[src/rtl/rr_arbiter16_if.sv]
// Request/grant bundle for rr_arbiter16.
// The master side (requesters) drives req/done; the slave side (arbiter)
// drives the registered grant outputs.
interface rr_arbiter16_if;
  logic [15:0] req;
  logic        done;
  logic [15:0] gnt;
  logic [3:0]  gnt_idx;
  logic        en;
  logic        timeout;

  modport master (
    output req,
    output done,
    input  gnt,
    input  gnt_idx,
    input  en,
    input  timeout
  );

  modport slave (
    input  req,
    input  done,
    output gnt,
    output gnt_idx,
    output en,
    output timeout
  );
endinterface

[src/rtl/rr_arbiter16.sv]
// rr_arbiter16: 16-way rotating-priority arbiter with a two-state FSM
// (IDLE/GRANT). A grant is held until the holder strobes done; every release
// is followed by at least one idle cycle. All outputs come from registers.
// Optional feature: define ARB_TIMEOUT_EN to add an 8-bit hold counter that
// forcibly releases a grant after TIMEOUT cycles and pulses timeout.
module rr_arbiter16 #(
  parameter int unsigned TIMEOUT = 15
) (
  input  logic       clk,
  input  logic       rst,
  rr_arbiter16_if.slave bus
);

  // Elaboration-time guard on the hold limit.
  if (TIMEOUT < 1 || TIMEOUT > 255) begin : g_bad_timeout
    $error("rr_arbiter16: TIMEOUT must be in 1..255");
  end

  typedef enum logic [1:0] {
    IDLE  = 2'b00,
    GRANT = 2'b01
  } state_t;

  state_t      state_q, state_d;
  logic [3:0]  ptr_q, ptr_d;
  logic [3:0]  idx_q, idx_d;
  logic [15:0] gnt_q, gnt_d;

`ifdef ARB_TIMEOUT_EN
  logic [7:0]  cnt_q, cnt_d;
  logic        timeout_q, timeout_d;
`endif

  // Request vector rotated so that bit 0 is the requester at ptr_q.
  logic [15:0] rot_req;
  for (genvar gi = 0; gi < 16; gi++) begin : g_rot
    assign rot_req[gi] = bus.req[ptr_q + 4'(gi)];
  end

  logic [3:0] win_off;
  logic [3:0] win_idx;

  // Lowest set bit of the rotated vector is the winner's offset from ptr_q.
  always_comb begin
    win_off = 4'd0;
    for (int k = 15; k >= 0; k--) begin
      if (rot_req[k]) win_off = 4'(k);
    end
  end

  assign win_idx = ptr_q + win_off;

  // Next-state and next-output logic for the IDLE/GRANT machine.
  always_comb begin
    state_d = state_q;
    ptr_d   = ptr_q;
    idx_d   = idx_q;
    gnt_d   = gnt_q;
`ifdef ARB_TIMEOUT_EN
    cnt_d     = cnt_q;
    timeout_d = 1'b0;
`endif
    case (state_q)
      IDLE: begin
        // done is meaningless while idle and is ignored here.
        if (|bus.req) begin
          state_d = GRANT;
          idx_d   = win_idx;
          gnt_d   = 16'd1 << win_idx;
`ifdef ARB_TIMEOUT_EN
          cnt_d   = 8'd0;
`endif
        end
      end
      GRANT: begin
        // Requests are not looked at while granted; only done (or the
        // hold limit) ends the grant. gnt_idx keeps its last value.
        if (bus.done) begin
          state_d = IDLE;
          gnt_d   = 16'd0;
          ptr_d   = idx_q + 4'd1;
`ifdef ARB_TIMEOUT_EN
        end else if (cnt_q + 8'd1 == 8'(TIMEOUT)) begin
          state_d   = IDLE;
          gnt_d     = 16'd0;
          ptr_d     = idx_q + 4'd1;
          timeout_d = 1'b1;
        end else begin
          cnt_d = cnt_q + 8'd1;
`endif
        end
      end
      default: begin
        state_d = IDLE;
        gnt_d   = 16'd0;
      end
    endcase
  end

  // State and output registers; reset drops any grant without a timeout pulse.
  always_ff @(posedge clk) begin
    if (rst) begin
      state_q <= IDLE;
      ptr_q   <= 4'd0;
      idx_q   <= 4'd0;
      gnt_q   <= 16'd0;
    end else begin
      state_q <= state_d;
      ptr_q   <= ptr_d;
      idx_q   <= idx_d;
      gnt_q   <= gnt_d;
    end
  end

`ifdef ARB_TIMEOUT_EN
  // Hold counter and one-cycle forced-release flag.
  always_ff @(posedge clk) begin
    if (rst) begin
      cnt_q     <= 8'd0;
      timeout_q <= 1'b0;
    end else begin
      cnt_q     <= cnt_d;
      timeout_q <= timeout_d;
    end
  end

  assign bus.timeout = timeout_q;
`else
  assign bus.timeout = 1'b0;
`endif

  assign bus.gnt     = gnt_q;
  assign bus.gnt_idx = idx_q;
  assign bus.en      = (state_q == GRANT);

endmodule
[src/flat_wrapper.sv]
// flat-port wrapper written by rule: the top's interface ports become plain ports
module rr_arbiter16_flat 
#(
  parameter int unsigned TIMEOUT = 15
)
  (clk, rst, bus_req, bus_done, bus_gnt, bus_gnt_idx, bus_en, bus_timeout);
  rr_arbiter16_if bus_i ();
  input  logic clk;
  input  logic rst;
  input wire logic [$bits(bus_i.req)-1:0] bus_req;
  input wire logic [$bits(bus_i.done)-1:0] bus_done;
  output wire logic [$bits(bus_i.gnt)-1:0] bus_gnt;
  output wire logic [$bits(bus_i.gnt_idx)-1:0] bus_gnt_idx;
  output wire logic [$bits(bus_i.en)-1:0] bus_en;
  output wire logic [$bits(bus_i.timeout)-1:0] bus_timeout;
  assign bus_i.req = bus_req;
  assign bus_i.done = bus_done;
  assign bus_gnt = bus_i.gnt;
  assign bus_gnt_idx = bus_i.gnt_idx;
  assign bus_en = bus_i.en;
  assign bus_timeout = bus_i.timeout;
  rr_arbiter16 #(.TIMEOUT(TIMEOUT)) u_core (.clk(clk), .rst(rst), .bus(bus_i));
endmodule
[config.mk]
export PLATFORM = sky130hd
export DESIGN_NAME = rr_arbiter16_flat
export DESIGN_NICKNAME = d
export VERILOG_FILES = /design/src/rtl/rr_arbiter16_if.sv /design/src/rtl/rr_arbiter16.sv /design/src/flat_wrapper.sv
export SDC_FILE = /design/constraint.sdc
export NUM_CORES = 1
export LEC_CHECK = 0
export BUFFER_PORTS_ARGS = -buffer_cell sky130_fd_sc_hd__buf_2
export CAP_MARGIN = 40
export CORE_MARGIN = 2
export CORE_UTILIZATION = 60
export DETAILED_ROUTE_END_ITERATION = 12
export GPL_TIMING_DRIVEN = 0
export MAX_ROUTING_LAYER = met4
export PLACE_DENSITY = 0.83
export SYNTH_ARGS = -nofsm -noshare
export SYNTH_HDL_FRONTEND = slang
export SYNTH_SLANG_ARGS = --single-unit
export TNS_END_PERCENT = 30
[constraint.sdc]
create_clock -name clk -period 13.4 [get_ports clk]
set_clock_uncertainty 0.05 [all_clocks]
set_input_delay 2.68 -clock clk [delete_from_list [all_inputs] [get_ports clk]]
set_output_delay 2.68 -clock clk [all_outputs]
set_load 0.03 [all_outputs]
==> results.md <==
- The number of hold violations in the final report is 0.
- The count of distinct cell types in the synthesized netlist is 43.
- The cell count after synthesis came out at between 200 and 250.
- The sequential element share of the synthesized area is 0.214.
- The count of standard-cell rows is 22.
- The biggest area contributor in the post-synthesis netlist is dfxtp_1.
- The maximum number of pins on one net before global-route repair is 14.
- The worst setup path startpoint is bus_req[15].
- The most common cell after layout, fill and taps aside is buf_2.
- The element type at the critical path end is a register.
- The worst hold-check path type is register to register.
- Data on the critical path arrives at its endpoint at approximately 6.3 ns.
- The routed via count is about 2000.
- Once detailed placement completed, the half-perimeter wirelength came to 4150 um.
- For this design the total switching power over the nets is about 100 uW.
- In this run the number of H-tree levels came out at 1.
- The final period demand of the worst path is just over 6 ns.
- The initial antenna violation count is 0.
- The largest driver fanout on the critical path is 9.
- The global-route congestion overflow total is 0.
- The net count of the mapped netlist is about 240.
- After synthesis, the cell types taking the most area are dfxtp_1 21%, mux4_2 20%, mux2i_1 9.0%.
- Synthesis inferred 25 register bits.
- In this run, the number of DRC markers left after iteration 0 of detailed routing was ~120.
- The accumulated negative setup slack is 0 ns.
- A synthesized cell averages between 10 and 15 um^2.
- In this run the cell area of the synthesized design comes to approximately 2300 um^2.
- The count of final max-slew check failures is 0.
- The floorplan step defined a die boundary enclosing roughly 4400 um^2.
- The via count of the first global-routing pass is approximately 1800.
- Once the clock tree was built, the setup fixing pass inserted 0 buffers.
- The antenna diode count is 0.
- At the pin with the least slew margin, the transition time is 0.727 ns.
- For this run, the share of the core covered by cells in the final layout is 0.710.
- The worst-case register-to-register setup slack is roughly 8 ns.
- Of the total power, the clock network draws 0.170.
- The CTS buffer count is 3.
- met2 is the most crowded layer.
- The top-level I/O count is 41.
- The mean number of vias per cell is 6.57.
- The reg-to-reg startpoint is u_core.ptr_q[1]$_SDFFE_PP0P_.
- The terminus of the critical flop-to-flop path is u_core.bus.gnt[5]$_SDFFE_PP0P_.
- In the layout the commonest cells are 45 x buf_2, 25 x dfxtp_1, 21 x mux4_2, 21 x mux2i_1, 21 x nor2_1.
- Timing would allow up to ~160 MHz.
- The effective utilization at floorplan is 0.629.
- TritonCTS built the clock tree.
- The critical hold path startpoint is u_core.bus.gnt[8]$_SDFFE_PP0P_.
- Across the run, the number of max-cap violations was 0.
- The sequential share of power is 0.324.
- The headroom to the max-slew limit is 0.512.
- Wires add up to approximately 5300 um.
- For the worst flop-to-flop path, the logic depth is 18.
- The proportion of layout cells with a drive suffix above 1 is 0.303.
- Summing all placed instances gives a cell area of 2590 um^2.
- The clock latency of the later-clocked register in the worst-skew pair is 0.27 ns.
- The die is 66.4 um wide.
- Final hold analysis gives a worst-case slack of 0.417 ns.
- The number of cells upsized or downsized after cts is 0.
- By startpoint and endpoint, the worst setup path is classified as input pin to register.
- The clock-pin slew on the worst setup and hold paths is approximately 0.080 ns.
- The final worst-path cycle share is 0.462.
- The core footprint is 3720 um^2.
- Dividing total power by cell area gives a power density of 98.7 nW/um^2.
- From synthesis to final layout, the design area changed by 12.8%.
- Dividing the detail-routed wire length by the instance count gives about 18 um.
- The met2 usage is 0.424.
- The count of nets left with antenna violations once routing finished came out at 0.
- Across every metal layer, demand over resource in global routing totals 0.265.
- The synthesis warning total is 0.
- The count of buffers added on input and output ports is 39.
- The congestion estimate from routability-driven global placement came to around 0.93.
- From bottom edge to top edge, the die measures approximately 66 um.
- STA puts the critical path data required time at around 14 ns.
- For this run, the post-layout net count is ~280.
- The met1 capacity usage during global routing is 0.362.
- The fraction of power spent switching nets is 0.393.
- STA classifies the critical path startpoint as an input pin.
- The met3 global-route usage is 0.0392.
- The final-layout fill cell count is between 200 and 300.
- The internal portion of the total power is 158 uW.
- Of the total power, combinational logic draws 0.507.
- The clock sink total is 25.
- The first-pass iteration count of the detailed router is 4.
- The worst-case clock buffer depth is 2.
- Setup repair after global routing left no endpoint under its margin.
- The most critical setup path has its endpoint at u_core.bus.gnt[5]$_SDFFE_PP0P_.
- The run finished with clean final reports.
- After layout, the design draws a total of 260 uW.
- In the routed design, unresolved DRC markers number 0.
- The cell sitting at the root of the clock tree is a clkbuf_8.
- The number of hold buffers added after CTS is 0.
- The design area is between 2000 and 3000 um^2.
- The number of setup violations in the final report is 0.
- The worst-case IR drop observed on VDD is ~0.000075 V.
- The first global-routing pass estimated around 8600 um of wire.
- In this run the static leakage power is roughly 0.0011 uW.
- The top cell type's share of synthesized area is 0.214.
## power groups by stage
stage / clock, uW / sequential (uW) / combinational (uW)
2_1_floorplan: 0 / 94.4 / 91.8
3_3_place_gp: 0 / 85.8 / 127
3_5_place_dp: 0 / 86.1 / 131
4_1_cts: 45.1 / 84.3 / 131
5_1_grt: 48.5 / 85.2 / 143
6_report: 44.2 / 84.2 / 132
## cell usage after synthesis (all sizes together)
library cell  count
or4b              1
nor2b             4
a311o             1
nor3              4
nand2b            1
xnor2             9
dfxtp            25
nor2             21
mux2i            21
and3              2
o31a              1
a21oi             5
mux2              1
a211oi            5
a21o              1
clkbuf            5
nand3             1
and2              3
xor2              7
buf               8
nand2             4
nand4             1
a21boi            1
a32o             12
o31ai             1
mux4             27
inv               7
or2               1
a2111oi           1
fa                1
nor4              6
or4               1
o21ai             2
conb              1
o21ba             1
ha               11
a22o              4
## state kept, by name, summed over array words and instances, names as in the netlist
register and flops:
u_core.bus.gnt 16, u_core.bus.gnt_idx 4, u_core.ptr_q 4, u_core.state_q 1
## layer usage
| layer | routed length (um) | share of wire |
|---|---|---|
| met5 | 0 | 0 |
| met4 | 61 | 0.012 |
| met3 | 424 | 0.081 |
| met2 | 2610 | 0.50 |
| met1 | 2170 | 0.41 |
## logic make-up after synthesis
family / Yosys count / share of synthesized area
other: 1 / 0.00160
flip-flops: 25 / 0.214
multiplexers: 49 / 0.365
adder cells (fa/ha/maj): 12 / 0.0675
XOR/XNOR: 16 / 0.0760
AO/OA/AOI/OAI: 35 / 0.130
AND/OR/NAND/NOR: 50 / 0.107
buffers and inverters: 20 / 0.0402
## worst max-delay path, cell delays in order
cell	delay, ns
buf_2	0.13
mux4_1	0.58
mux4_1	0.56
inv_1	0.07
a21oi_1	0.06
nor3_1	0.20
o31ai_1	0.11
a211oi_1	0.31
ha_1	0.25
a21o_1	0.12
a21oi_1	0.08
xnor2_1	0.59
xor2_4	0.25
a32o_1	0.29
## worst min-delay path by stage
| stage | cells after the start | slack, ns | endpoint |
|---|---|---|---|
| after floorplan | 2 | 0.61 | u_core.bus.gnt_idx[1]$_SDFFE_PP0P_ |
| after global placement | 1 | 0.40 | u_core.bus.gnt[8]$_SDFFE_PP0P_ |
| after detailed placement | 1 | 0.40 | u_core.bus.gnt[8]$_SDFFE_PP0P_ |
| after CTS | 1 | 0.42 | u_core.bus.gnt[8]$_SDFFE_PP0P_ |
| after global routing | 1 | 0.44 | u_core.bus.gnt[9]$_SDFFE_PP0P_ |
| final | 1 | 0.42 | u_core.bus.gnt[8]$_SDFFE_PP0P_ |
## final cells by class
class | instances | area (um^2) | area share
clock buffers | 4 | 45.0 | 0.0171
multi-input cells | 163 | 1740 | 0.661
well taps | 48 | 60.1 | 0.0228
flip-flops and latches | 25 | 500 | 0.190
repair buffers | 39 | 195 | 0.0740
plain buffers | 13 | 67.6 | 0.0256
inverters | 7 | 26.3 | 0.00996
## per-stage QoR
| step | worst slack (ns) | std cells |
|---|---|---|
| 2_1_floorplan | 7.43 | 208 |
| 3_3_place_gp | 7.00 | 295 |
| 3_5_place_dp | 6.93 | 295 |
| 4_1_cts | 7.19 | 299 |
| 5_1_grt | 6.97 | 299 |
| 6_report | 7.21 | 299 |
No activity file was read; power rests on OpenSTA's default activity.
